### src/rtl/poly_op_sequencer.sv
// ---------------------------------------------------------------------------
// poly_op_sequencer
//
// Runs one 64-beat polynomial operation (forward/inverse NTT, pointwise
// MULT, ADD, SUB) by driving the polynomial address unit. It does the
// following:
//   - accepts a command over a valid/ready handshake;
//   - issues a one-cycle init pulse, then per-beat enables;
//   - inserts enable-low bubbles between NTT rounds;
//   - honours datapath stall;
//   - cross-checks the unit's round/operation completion pulses against its
//     own beat count;
//   - raises op_done once the butterfly pipeline has drained.
//
// Parameters
//   ROUND_GAP  enable-low bubble cycles between NTT rounds (0..15)
//   DRAIN      cycles from the final beat to op_done (1..15)
//
// Ports
//   clk            system clock, rising edge
//   rst            synchronous active-high reset
//   cmd_valid      command offered
//   cmd_ready      command can be accepted (IDLE only)
//   cmd_mode[2:0]  0 FWD_NTT, 1 INV_NTT, 2 MULT, 3 ADD, 4 SUB, 5..7 illegal
//   cmd_map[1:0]   resolver mapping: 0 DECODE, 1 ENCODE, 2/3 STANDARD
//   stall          datapath back-pressure, gates au_en
//   au_mode[2:0]   latched mode of the accepted command
//   au_map[1:0]    latched mapping of the accepted command
//   au_rst         one-cycle init pulse to the address unit
//   au_en          beat enable to the address unit
//   au_round_done  address unit round-complete pulse
//   au_done        address unit operation-complete pulse
//   busy           operation in progress
//   op_done        one-cycle completion pulse
//   err            one-cycle error pulse
// ---------------------------------------------------------------------------
module poly_op_sequencer #(
    parameter int ROUND_GAP = 2,
    parameter int DRAIN     = 4
) (
    input  logic       clk,
    input  logic       rst,
    input  logic       cmd_valid,
    output logic       cmd_ready,
    input  logic [2:0] cmd_mode,
    input  logic [1:0] cmd_map,
    input  logic       stall,
    output logic [2:0] au_mode,
    output logic [1:0] au_map,
    output logic       au_rst,
    output logic       au_en,
    input  logic       au_round_done,
    input  logic       au_done,
    output logic       busy,
    output logic       op_done,
    output logic       err
);

    typedef enum logic [2:0] {
        S_IDLE  = 3'd0,
        S_INIT  = 3'd1,
        S_RUN   = 3'd2,
        S_GAP   = 3'd3,
        S_DRAIN = 3'd4
    } state_t;

    localparam logic [2:0] MODE_FWD = 3'd0;
    localparam logic [2:0] MODE_INV = 3'd1;
    localparam logic [2:0] MODE_SUB = 3'd4;

    // Shared 4-bit counter serves both the round gap and the drain window.
    localparam logic [3:0] GAP_LAST   = (ROUND_GAP > 0) ? 4'(ROUND_GAP - 1) : 4'd0;
    localparam logic [3:0] DRAIN_LAST = (DRAIN > 0) ? 4'(DRAIN - 1) : 4'd0;
    localparam logic       GAP_EN     = (ROUND_GAP > 0);

    // What the pending consistency check expects from the address unit.
    localparam logic [1:0] CHK_ELEM  = 2'd0;
    localparam logic [1:0] CHK_MID   = 2'd1;
    localparam logic [1:0] CHK_FINAL = 2'd2;

    // Legal modes are the five encoded operations 0..4.
    function automatic logic mode_is_legal(input logic [2:0] mode);
        return (mode <= MODE_SUB);
    endfunction

    function automatic logic mode_is_ntt(input logic [2:0] mode);
        return (mode == MODE_FWD) || (mode == MODE_INV);
    endfunction

    // The inverse NTT's round 0 is one beat short, because the address
    // unit's index starts at 1 for that round.
    function automatic logic [5:0] last_beat(input logic [2:0] mode, input logic [1:0] round);
        logic [5:0] lb;
        if ((mode == MODE_INV) && (round == 2'd0)) begin
            lb = 6'd62;
        end else begin
            lb = 6'd63;
        end
        return lb;
    endfunction

    state_t     state_q,     state_d;
    logic [5:0] beat_q,      beat_d;
    logic [1:0] round_q,     round_d;
    logic [3:0] cnt_q,       cnt_d;
    logic       chk_pend_q,  chk_pend_d;
    logic [1:0] chk_kind_q,  chk_kind_d;
    logic [2:0] au_mode_q,   au_mode_d;
    logic [1:0] au_map_q,    au_map_d;
    logic       au_rst_q,    au_rst_d;
    logic       cmd_ready_q, cmd_ready_d;
    logic       busy_q,      busy_d;
    logic       op_done_q,   op_done_d;
    logic       err_q,       err_d;

    logic       chk_fail_s;
    logic       is_ntt_s;

    assign is_ntt_s = mode_is_ntt(au_mode_q);

    // Consistency check: compare the address unit's completion pulses with
    // what the beat count says should happen this cycle.
    always_comb begin
        chk_fail_s = 1'b0;
        if (chk_pend_q) begin
            case (chk_kind_q)
                CHK_ELEM:  chk_fail_s = !au_done;
                CHK_MID:   chk_fail_s = !(au_round_done && !au_done);
                CHK_FINAL: chk_fail_s = !(au_round_done && au_done);
                default:   chk_fail_s = 1'b1;
            endcase
        end else if (state_q != S_IDLE) begin
            // A completion pulse that arrives outside a check slot means the unit and
            // the sequencer have lost step.
            chk_fail_s = au_round_done || au_done;
        end else begin
            chk_fail_s = 1'b0;
        end
    end

    // Next-state and registered-output logic.
    always_comb begin
        state_d    = state_q;
        beat_d     = beat_q;
        round_d    = round_q;
        cnt_d      = cnt_q;
        chk_pend_d = 1'b0;
        chk_kind_d = chk_kind_q;
        au_mode_d  = au_mode_q;
        au_map_d   = au_map_q;
        op_done_d  = 1'b0;
        err_d      = 1'b0;

        if (chk_fail_s) begin
            // A mismatch aborts at once; op_done is never produced.
            state_d = S_IDLE;
            beat_d  = 6'd0;
            round_d = 2'd0;
            cnt_d   = 4'd0;
            err_d   = 1'b1;
        end else begin
            case (state_q)
                S_IDLE: begin
                    if (cmd_valid && cmd_ready_q) begin
                        if (mode_is_legal(cmd_mode)) begin
                            au_mode_d = cmd_mode;
                            au_map_d  = cmd_map;
                            beat_d    = 6'd0;
                            round_d   = 2'd0;
                            cnt_d     = 4'd0;
                            state_d   = S_INIT;
                        end else begin
                            err_d = 1'b1;
                        end
                    end else begin
                        state_d = S_IDLE;
                    end
                end
                S_INIT: begin
                    state_d = S_RUN;
                end
                S_RUN: begin
                    if (!stall) begin
                        if (beat_q == last_beat(au_mode_q, round_q)) begin
                            // Final beat of a round: the unit's pulse is checked next cycle.
                            chk_pend_d = 1'b1;
                            beat_d     = 6'd0;
                            cnt_d      = 4'd0;
                            if (!is_ntt_s) begin
                                chk_kind_d = CHK_ELEM;
                                state_d    = S_DRAIN;
                            end else if (round_q != 2'd3) begin
                                chk_kind_d = CHK_MID;
                                round_d    = round_q + 2'd1;
                                state_d    = GAP_EN ? S_GAP : S_RUN;
                            end else begin
                                chk_kind_d = CHK_FINAL;
                                state_d    = S_DRAIN;
                            end
                        end else begin
                            beat_d = beat_q + 6'd1;
                        end
                    end else begin
                        state_d = S_RUN;
                    end
                end
                S_GAP: begin
                    // Bubble length is fixed; stall does not stretch it.
                    if (cnt_q == GAP_LAST) begin
                        cnt_d   = 4'd0;
                        state_d = S_RUN;
                    end else begin
                        cnt_d = cnt_q + 4'd1;
                    end
                end
                S_DRAIN: begin
                    if (cnt_q == DRAIN_LAST) begin
                        cnt_d     = 4'd0;
                        op_done_d = 1'b1;
                        state_d   = S_IDLE;
                    end else begin
                        cnt_d = cnt_q + 4'd1;
                    end
                end
                default: begin
                    state_d = S_IDLE;
                end
            endcase
        end

        // Outputs are registered from the next state. The op_done cycle still
        // counts as the tail of the operation: busy is high and no command is
        // accepted until the following cycle.
        au_rst_d    = (state_d == S_INIT);
        cmd_ready_d = (state_d == S_IDLE) && !op_done_d;
        busy_d      = (state_d != S_IDLE) || op_done_d;
    end

    // State and output registers with synchronous reset.
    always_ff @(posedge clk) begin
        if (rst) begin
            state_q     <= S_IDLE;
            beat_q      <= 6'd0;
            round_q     <= 2'd0;
            cnt_q       <= 4'd0;
            chk_pend_q  <= 1'b0;
            chk_kind_q  <= CHK_ELEM;
            au_mode_q   <= 3'd0;
            au_map_q    <= 2'd2;
            au_rst_q    <= 1'b0;
            cmd_ready_q <= 1'b1;
            busy_q      <= 1'b0;
            op_done_q   <= 1'b0;
            err_q       <= 1'b0;
        end else begin
            state_q     <= state_d;
            beat_q      <= beat_d;
            round_q     <= round_d;
            cnt_q       <= cnt_d;
            chk_pend_q  <= chk_pend_d;
            chk_kind_q  <= chk_kind_d;
            au_mode_q   <= au_mode_d;
            au_map_q    <= au_map_d;
            au_rst_q    <= au_rst_d;
            cmd_ready_q <= cmd_ready_d;
            busy_q      <= busy_d;
            op_done_q   <= op_done_d;
            err_q       <= err_d;
        end
    end

    // The beat enable is the one combinational output: it has to react to
    // stall in the same cycle.
    assign au_en     = (state_q == S_RUN) && !stall;
    assign cmd_ready = cmd_ready_q;
    assign busy      = busy_q;
    assign au_rst    = au_rst_q;
    assign au_mode   = au_mode_q;
    assign au_map    = au_map_q;
    assign op_done   = op_done_q;
    assign err       = err_q;

endmodule

### config.mk
export PLATFORM = sky130hd
export DESIGN_NAME = poly_op_sequencer
export DESIGN_NICKNAME = d
export VERILOG_FILES = /design/src/rtl/poly_op_sequencer.sv
export SDC_FILE = /design/constraint.sdc
export NUM_CORES = 1
export LEC_CHECK = 0
export CORE_UTILIZATION = 53
export CTS_CLUSTER_SIZE = 8
export DETAILED_ROUTE_END_ITERATION = 10
export PLACE_DENSITY = 0.76
export SLEW_MARGIN = 10
export SYNTH_ARGS = -nofsm -noshare
export SYNTH_HDL_FRONTEND = slang
export SYNTH_SLANG_ARGS = --single-unit
### constraint.sdc
create_clock -name clk -period 2 [get_ports clk]
set_clock_uncertainty 0.15 [all_clocks]
set_input_delay 0.3 -clock clk [delete_from_list [all_inputs] [get_ports clk]]
set_output_delay 0.3 -clock clk [all_outputs]
set_load 0.02 [all_outputs]
After elaboration in Yosys (flattened, before gate mapping)
Cells that the tools add are included.
- flip-flop bits (word level): 28
- output and inout port bits: 11
- logic and storage cells: 114
- add/sub/neg operators: 3
- $lt $le $gt $ge: 1
- equality and inequality tests: 18
- muxes and demuxes: 46
- bitwise gates (word level): 3
- reduce and logical (&&, ||, !) cells: 30
- operators with widths (cell ; number):
    two-way mux 6 bit ; 7
    two-way mux 3 bit ; 9
    two-way mux 4 bit ; 6
    two-way mux 2 bit ; 8
    one-hot mux 4 bit (4 select lines) ; 1
    one-hot mux 3 bit (5 select lines) ; 1
    inequality test 2 bit (second input constant) ; 7
    one-hot mux 6 bit (2 select lines) ; 1
    AND reduction 4 bit ; 3
    two-way mux 1 bit ; 11
    == test 3 x 1 -> 1 bit (second input constant) ; 3
    zero test 3 bit ; 3
    AND reduction 7 bit ; 1
    adder 6 x 1 -> 6 bit (second input constant) ; 1
    == test 3 x 2 -> 1 bit (second input constant) ; 2
    == test 6 bit ; 1
    logical AND 1 bit ; 6
    nonzero test 3 bit ; 2
    zero test 1 bit ; 5
    AND reduction 5 bit ; 1
    adder 4 x 1 -> 4 bit (second input constant) ; 1
    == test 4 x 1 -> 1 bit (second input constant) ; 1
    == test 4 x 2 -> 1 bit (second input constant) ; 1
    zero test 2 bit ; 2
    13 further kinds ; 17

Logic depth before layout (Yosys ltp)
Gate-level depths: netlist of run 1.
- depth in word-level cells: 13
- depth in mapped cells: 7
- mapped depth without buffers: 7

Worst setup path after synthesis of run 1
Ideal clock, no wire load.
- path type: reg2reg
- start point: register round_q[0]
- end point: register chk_kind_q[0]
- library setup time: 0.115 ns
- arrival time: 1.603 ns
- path slack: 0.131 ns
- stages on the path, launching flop included: 8
- clock period less this slack: 1.869 ns
- path through: dfxtp_1 -> inv_1 -> ha_1 -> and4bb_2 -> xnor2_2 -> nor4_4 -> nand2_1 -> a31o_1
- word-level cells in the longest chain between the ends: 8
- elaborated cells between the ends (all ways): 11
- RTL lines (item ; RTL line ; text):
    start, declared ; 104 ; logic [1:0] round_q, round_d;
    start signal, assigned ; 258 ; round_q <= round_d;
    zero test 2 bit ; 94 ; if ((mode == MODE_INV) && (round == 2'd0)) begin
    logical AND 1 bit ; 94 ;
    two-way mux 1 bit ; 94 ;
    two-way mux 6 bit ; 183 ; if (!stall) begin
    two-way mux 6 bit ; 162 ; case (state_q)
    two-way mux 6 bit ; 154 ; if (chk_fail_s) begin
    == test 6 bit ; 184 ; if (beat_q == last_beat(au_mode_q, round_q)) begin
    AND reduction 4 bit (no line) ; n/a ;
    end signal, assigned ; 261 ; chk_kind_q <= chk_kind_d;
    end, declared ; 107 ; logic [1:0] chk_kind_q, chk_kind_d;
Parallel ways exist; a longest one is shown, timed or not. The select of a mux whose other input is x is not followed.
A chain may end at the register's enable or synchronous reset.

Worst setup path in the final report of run 1
- start point: register round_q[0]
- end point: register round_q[0]
- word-level cells in the longest chain between the ends: 9
- elaborated cells between the ends (all ways): 17
- RTL lines (item ; RTL line):
    zero test 2 bit ; 94
    logical AND 1 bit ; 94
    two-way mux 1 bit ; 94
    two-way mux 6 bit ; 183
    two-way mux 6 bit ; 162
    two-way mux 6 bit ; 154
    == test 6 bit ; 184
    inequality test 2 bit (no line) ; n/a
    AND reduction 7 bit (no line) ; n/a
Parallel ways exist; a longest one is shown, timed or not. The select of a mux whose other input is x is not followed.

==> results.py, run 1 <==
metrics = {
    "place": {
        "port-buffer-count": 21,
        "dp_slack_ps": -199,
        "gp_congestion": 0.896,
        "place_area_sq_um": 1910,
        "post-dp-hpwl_mm": 2.77,
        "placed_cells": 240,
    },
    "die": {
        "core_sq_um": 2570,
        "die-area_sq_um": 3040,
        "start_util_pct": 58.4,
        "io_pins": 22,
        "rows": 18,
        "die_h_um": 55.2,
        "die_w_um": 55.2,
    },
    "sta": {
        "fin_crit_sh_pct": 99.0,
        "max-slew-margin-rel_pct": 64.8,
        "hold_viol_final": 0,
        "finalSetupTns_ps": 0,
        "max_clock_freq_mhz": 505,
        "slew_viol_final": 0,
        "worst_slack_ps": 19.7,
        "period_needed_ps": 1980,
        "worstMarginPinSlew_ps": 524,
        "rsz0062_at_grt": "true",
        "setup_viol": 0,
    },
    "final_layout": {
        "final_nets": 233,
        "final_layout_size_suffix_gt1_share_pct": 24.7,
        "num-fill-cells": 190,
        "fin_cells": 245,
        "register_area_sq_um": 564,
        "syn2layout_area_growth_pct": 32.2,
        "diodes": 0,
        "multi_input_area_sq_um": 912,
        "layout.cells.most_common": "buf_4",
        "layout_common_cells": "buf_4, dfxtp_1, nor2_1",
        "stdcell_area_sq_um": 1980,
    },
    "grt": {
        "grt_pass1_vias": 1330,
        "overflow": 0,
        "antenna_found_initial": 0,
        "track_usage_pct": 27.7,
        "grt_max_degree": 15,
        "grt_pass1_wl_mm": 5.90,
    },
    "yosys": {
        "synth_area_sq_um": 1500,
        "synthCells": 168,
        "ys_warn_count": 0,
        "ys_ff_latch": 28,
        "yosysTopAreaCell": "dfxtp_1",
        "synth_nets": 184,
        "ys_top_cells_by_area": "dfxtp_1, nor2_1, ha_1",
        "avgSynthCellArea_sq_um": 8.92,
        "synth_cell_type_count": 51,
        "synth.top_cell.area_share_pct": 37.4,
        "seq_area_frac_synth_pct": 37.4,
        "ys_async_sr_fraction_pct": 0,
        "ys.flop_type": "dfxtp_1",
        "synth-edff-count": 0,
    },
    "cts": {
        "cts_tree": "built",
        "clockBufferDepth": 2,
        "clk_latency_ps": 340,
        "htreeDepth": 1,
        "clock-root-buffer": "clkbuf_4",
        "clk_pin_slew_ps": 150,
        "cts_sinks": 28,
        "numCtsBuffers": 3,
    },
    "detailed_routing": {
        "drt-initial-drc-count": 37,
        "antenna_left": 0,
        "finalWirelength_mm": 3.74,
        "drc": 0,
        "via_count": 1447,
        "via_per_inst": 5.91,
        "wl_per_cell_um": 15.3,
        "dr.pass1.iters": 4,
    },
    "setup_path": {
        "r2r-end": "round_q[0]$_SDFFE_PP0P_",
        "cp_slowest_stage_delay_ps": 370,
        "cp-start-kind": "register",
        "crit_buf_inv": 1,
        "reg2reg_depth": 6,
        "crit_path_top_delay_cell": "or3_1",
        "crit_chain": "buf_4 > ha_1 > or3_1 > nor3_1 > nand4_1 > a31oi_1",
        "cp.arrival_ps": 2110,
        "cpLargestDelayFamily": "simple AND/OR/NAND/NOR gates",
        "reg2reg_from": "round_q[0]$_SDFFE_PP0P_",
        "critPathMaxFanout": 4,
        "cp.required_ps": 2130,
        "critPathKind": "reg2reg",
        "reg2reg_setup_slack_ps": 20,
        "cp-end-kind": "register",
    },
    "worst_hold_path": {
        "min_path_cells": 2,
        "hold_end": "chk_kind_q[1]$_SDFFE_PP0P_",
        "hold_start": "chk_kind_q[1]$_SDFFE_PP0P_",
        "hold_class": "reg2reg",
    },
    "pwr": {
        "powerDensity_nw_per_um2": 624,
        "leakage_nw": 0.778,
        "ir_worst_vdd_mv": 0.507,
    },
    "flow_run": {
        "drv_cap": 0,
    },
    "status": {
        "status": "complete, no violations",
    },
}
how the worst max path moves through the flow:
stage | from | to | slack [ps] | cells after the start
2_1_floorplan | round_q[0]$_SDFFE_PP0P_ | chk_kind_q[0]$_SDFFE_PP0P_ | 130 | 7
3_5_place_dp | cmd_valid | au_map[1]$_SDFFE_PP1P_ | -200 | 6
5_1_grt | round_q[0]$_SDFFE_PP0P_ | round_q[1]$_SDFFE_PP0P_ | -90 | 6
3_3_place_gp | cmd_valid | au_map[1]$_SDFFE_PP1P_ | -130 | 6
4_1_cts | round_q[1]$_SDFFE_PP0P_ | chk_kind_q[0]$_SDFFE_PP0P_ | -0.1 | 7
6_report | round_q[0]$_SDFFE_PP0P_ | round_q[0]$_SDFFE_PP0P_ | 20 | 6
tightest hold or removal path: stages (launching register included):
cell	delay [ps]
dfxtp_1	350
nand2_1	60
mux2i_1	60
repair_timing:
action	in CTS	in global routing
hold buffers	0	0
hold endpoints to repair	0	0
setup buffers	2	0
pin swaps	5	10
resized for setup	12	3
endpoints found under the setup margin	4	18
flip-flops by register name, summed over array words and instances (netlist names):
| signal | count |
|---|---|
| round_q | 2 |
| err | 1 |
| state_q | 3 |
| au_mode | 3 |
| au_map | 2 |
| beat_q | 6 |
| busy | 1 |
| chk_kind_q | 2 |
| op_done | 1 |
| au_rst | 1 |
| cnt_q | 4 |
| chk_pend_q | 1 |
| cmd_ready | 1 |
cell type report:
class	count	share of cell area, %
Tap cell	30	1.89
Timing Repair Buffer	48	20.6
Inverter	10	1.89
Clock buffer	3	1.14
Sequential cell	28	28.5
Multi-Input combinational cell	126	46.0
metrics by stage:
stage               hold WS, ps  total power, mW  util, %
floorplan                   275            0.826        -
global placement            311            0.970     74.3
detailed placement          328            0.981     74.3
CTS                         347             1.23     76.9
global route                375             1.29     77.2
finish                      342             1.24     77.2
logic make-up (layout without fill, tap and decap cells):
kind of cell | Yosys count | count (layout) | share of synthesized area, %
adder cells (fa/ha/maj) | 6 | 6 | 4.84
XOR/XNOR | 6 | 6 | 4.01
AO/OA/AOI/OAI | 30 | 30 | 16.1
buffers and inverters | 14 | 61 | 4.26
multiplexers | 6 | 6 | 4.01
AND/OR/NAND/NOR | 78 | 78 | 29.4
flip-flops | 28 | 28 | 37.4
power by group:
part	leakage, nW	internal (mW)	total [mW]	switching (mW)
combinational	0.536	0.189	0.386	0.197
sequential	0.229	0.586	0.612	0.0261
clock	0.0138	0.0710	0.239	0.168
total	0.778	0.846	1.24	0.391
cell usage after synthesis (2+ instances only):
cell / instances
nor2b_1: 4
or3_1: 5
nor2_1: 23
a311oi_2: 2
inv_1: 10
xnor2_1: 4
o21ai_0: 2
dfxtp_1: 28
nor3_1: 3
nand2b_1: 2
clkbuf_1: 2
mux2i_1: 6
a21boi_0: 2
a31oi_1: 2
a21oi_1: 8
nand2_1: 15
or3b_1: 2
o2111ai_1: 3
nand3_1: 9
ha_1: 5
layer usage:
layer	part of all wire [%]	GRT usage (%)
met1	45	34.7
met4	2.7	14.6
met5	0	0
met3	3.9	3.83
met2	48	45.8
Power figures use the tool's default switching activity.
==> run 2: changes to the inputs <==
SKIP_CTS_REPAIR_TIMING = 1   (was not set)
==> run 2 against run 1 <==
Compared with the run above: the run now ends with negative setup slack left; largest cell class unchanged; sequential power about the same; utilization decreased by 0.39 points; fmax decreased by 2.0%; first-iteration DRC count increased by 8.1%.
==> results.py, run 2 (synthesized netlist as in run 1, its figures left out) <==
metrics = {
    "status": {
        "status": "complete, but fails checks",
        "violations": "negative setup slack",
    },
    "final_layout": {
        "stdcell_area_sq_um": 1970,
        "fin_cells": 244,
        "final_layout_size_suffix_gt1_share_pct": 24.3,
        "multi_input_area_sq_um": 910,
        "layout_common_cells": "buf_4, dfxtp_1, nor2_1",
        "top_regs": "beat_q (6), cnt_q (4)",
        "final_nets": 232,
        "top_register": "beat_q",
        "layout.cells.most_common": "buf_4",
        "largest_register_ffs": 6,
        "num-fill-cells": 191,
        "diodes": 0,
        "register_area_sq_um": 564,
        "syn2layout_area_growth_pct": 31.6,
    },
    "detailed_routing": {
        "antenna_left": 0,
        "drt-initial-drc-count": 40,
        "via_per_inst": 5.85,
        "drc": 0,
        "wl_per_cell_um": 14.9,
        "via_count": 1427,
        "finalWirelength_mm": 3.64,
        "dr.pass1.iters": 4,
    },
    "setup_path": {
        "critPathLaunch": "round_q[1]$_SDFFE_PP0P_",
        "reg2reg_setup_slack_ps": -20,
        "cp.required_ps": 2090,
        "cp-end-kind": "register",
        "reg2reg_from": "round_q[1]$_SDFFE_PP0P_",
        "critPathMaxFanout": 5,
        "cp.arrival_ps": 2110,
        "critPathKind": "reg2reg",
        "cp-start-kind": "register",
        "reg2reg_depth": 7,
    },
    "cts": {
        "cts_sinks": 28,
        "htreeDepth": 1,
        "clk_latency_ps": 330,
        "cts_tree": "built",
        "numCtsBuffers": 3,
        "clockBufferDepth": 2,
        "clk_pin_slew_ps": 140,
        "clock-root-buffer": "clkbuf_4",
    },
    "pwr": {
        "powerDensity_nw_per_um2": 619,
        "ir_worst_vdd_mv": 0.516,
        "leakage_nw": 0.776,
    },
    "place": {
        "post-dp-hpwl_mm": 2.77,
        "dp_slack_ps": -199,
        "placed_cells": 240,
        "port-buffer-count": 21,
        "gp_congestion": 0.896,
        "place_area_sq_um": 1910,
    },
    "die": {
        "start_util_pct": 58.4,
        "die_h_um": 55.2,
        "die_w_um": 55.2,
        "io_pins": 22,
        "core_sq_um": 2570,
        "rows": 18,
        "die-area_sq_um": 3040,
    },
    "sta": {
        "period_needed_ps": 2020,
        "fin_crit_sh_pct": 101,
        "max_clock_freq_mhz": 495,
        "hold_viol_final": 0,
        "worst_slack_ps": -20.8,
        "slew_viol_final": 0,
        "worstMarginPinSlew_ps": 468,
        "finalSetupTns_ps": -46.0,
        "setup_viol": 4,
        "max-slew-margin-rel_pct": 68.6,
        "rsz0062_at_grt": "true",
    },
    "worst_hold_path": {
        "hold_class": "reg2reg",
        "min_path_cells": 2,
        "hold_start": "chk_kind_q[1]$_SDFFE_PP0P_",
    },
    "flow_run": {
        "drv_cap": 0,
    },
    "grt": {
        "grt_pass1_wl_mm": 5.73,
        "antenna_found_initial": 0,
        "overflow": 0,
        "grt_max_degree": 15,
        "grt_pass1_vias": 1293,
        "track_usage_pct": 26.8,
    },
}
-- run 2: cell types whose count changed in the layout (fill, tap and decap cells not counted), sizes merged --
| cell | previous run | this run |
|---|---|---|
| buf | 27 | 26 |
-- run 2: through the flow --
step	total power [mW]	util, %	hold slack (ps)
5_1_grt	1.28	76.8	370
3_3_place_gp	0.970	74.3	311
2_1_floorplan	0.826	-	275
4_1_cts	1.21	75.2	347
3_5_place_dp	0.981	74.3	328
6_report	1.22	76.8	342
-- run 2: power by group --
group	leakage [nW]	internal, mW	switching, mW
registers	0.229	0.586	0.0255
logic	0.533	0.182	0.192
clock network	0.0138	0.0710	0.163
total	0.776	0.839	0.381
-- run 2: routing by layer --
layer	GRT usage [%]	up-vias	wire length (um)	share of wire [%]
met5	0	-	0	0
met4	13.3	0	80	2.2
met3	3.55	7	183	5.0
met2	44.2	56	1750	48
met1	34.1	663	1620	45
li1	-	701	-	-
-- run 2: final timing paths --
path                                 to
max          chk_kind_q[0]$_SDFFE_PP0P_
min          chk_kind_q[1]$_SDFFE_PP0P_
max reg2reg  chk_kind_q[0]$_SDFFE_PP0P_
min reg2reg  chk_kind_q[1]$_SDFFE_PP0P_
-- run 2: cell type report --
type | count | share of cell area (%)
Tap cell | 30 | 1.90
Clock buffer | 3 | 1.14
Sequential cell | 28 | 28.6
Multi-Input combinational cell | 126 | 46.1
Inverter | 10 | 1.90
Timing Repair Buffer | 47 | 20.3
-- run 2: critical path, stage by stage (launching register included) --
cell	delay [ps]
dfxtp_2	380
inv_2	60
ha_4	140
and4bb_2	260
xnor2_4	180
nor4_4	410
nand2_2	120
a31o_1	230
==> edit: new RTL, config.mk and constraints of run 1 <==
Remove the register `err_q`: a continuous assignment takes its place, so the output `err` follows one clock earlier.
--- a/src/rtl/poly_op_sequencer.sv
+++ b/src/rtl/poly_op_sequencer.sv
@@ -253,3 +253,2 @@
             op_done_q   <= 1'b0;
-            err_q       <= 1'b0;
         end else begin
@@ -267,5 +266,6 @@
             op_done_q   <= op_done_d;
-            err_q       <= err_d;
         end
     end
+
+    assign err_q = err_d;
 
Formal check against the unedited RTL: not equivalent (Yosys sat finds a counterexample within 4 cycles, from zero or initial values and one cycle with rst high).
==> edit against run 1 <==
Final area down 2.4%; count of clock-buffer cells in the layout up 1; sequential power down 2%; area after synthesis down 3.1%; hold slack lost 0.00082 ns; sequential cell count down 1; register-to-register slack gained 0.05 ns; final cell count shrank 2.9%; setup slack lost 0.0038 ns; total power rose by 6.4%; wire length down 7.6%; non-clock buffer count down 3; maximum frequency fell by 0.19%.
==> edit: results (changes against run 1) <==
Pwr
  – Leak: 0.799 nW (+2.6%)
  – Worst vdd ir: 0.000626 V (+23%)
  – Combinational power: 0.469 mW (+22%)

Finish
  – Clock-cell share of area: 1.36% (+0.22 points)
  – Share of layout cells above drive strength 1: 27.9% (+3.2 points)
  – Final Util: 76.7% (-0.51 points)
  – Multi-input combinational area share: 47.3% (+1.3 points)
  – Non-clk invs: 6 (-4)
  – NonClk Buf Share: 19.9% (-0.66 points)

Setup path
  – Slowest cell on the critical path: dfxtp_2
  – Reg-to-Reg End: beat_q[1]
  – Critical path's top delay family: compound AO/OA/AOI/OAI gates
  – Register-to-register setup slack: 0.07 ns (+0.05 ns)
  – CP max stage delay: 0.35 ns (-0.02 ns)
  – CP Max Fanout: 3 (-1)
  – WP data arrival: 1.53 ns (-0.58 ns)

Synthesis
  – Post-Syn Nets: 181 (-1.6%)
  – Seq/Total Area, Yosys: 37.2% (-0.19 points)
  – Commonest cells in the netlist: dfxtp_1, nor2_1, a21oi_1
  – Synth Instances: 165 (-1.8%)
  – Synth area leaders: dfxtp_1, nor2_1, ha_1, a21oi_1, mux2i_1

Global route
  – All-layer global routing usage: 25.6% (-2.1 points)
  – Vias in the first global route: 1222 (-8.1%)
  – GRT met3 Usage: 3.89% (+0.064 points)
  – First-pass GRT wire length: 5.37 mm (-9.0%)

Place
  – Placed inst area: 0.00184 mm^2 (-3.6%)
  – DP Wirelength: 2.61 mm (-5.9%)
  – Gpl congestion: 0.870 (-2.8%)

Hold path
  – Hold Crit Start: au_map[1]

STA
  – Final hold slack: 0.341 ns (-0.000822 ns)

Detailed routing
  – First-iteration detailed-routing DRC count: 28 (-24%)
  – Met1 wire length: 1.58 mm (-6.3%)
  – Post-Route WL: 3.46 mm (-7.6%)
  – Vias per cell: 5.91 (about the same)
  – Met2 wire length: 1.60 mm (-11%)

Outcome
  – Status: completed
[edit: what timing repair did]
| item | 4_1_cts | 5_1_grt |
|---|---|---|
| endpoints found under the hold margin | 0 | 0 |
| pin swaps | 0 | 1 |
| gates resized for setup | 14 | 16 |
| setup endpoints to repair | 14 | 18 |
| setup buffers | 1 | 0 |
[edit: worst max-delay path by stage]
stage	start	end	slack (ns)	cells past startpoint
5_1_grt	chk_kind_q[1]	err	-0.03	5
3_3_place_gp	au_done	err	-0.39	6
6_report	chk_kind_q[1]	err	0.02	5
2_1_floorplan	round_q[0]	cmd_ready	0.08	7
3_5_place_dp	au_done	err	-0.43	6
4_1_cts	au_done	err	-0.04	6
[edit: cells by family (layout without fill, tap and decap cells)]
logic type	count (synthesis)	count (layout)	share of synthesized area [%]
xor gates and xnor gates	7	7	4.22
and+or+nand+nor	72	72	29.4
DFF	27	27	37.2
buffers and inverters	12	55	3.88
muxes	5	5	3.45
adders and majority gates	5	5	4.31
AOI/OAI and AO/OA	37	37	17.6
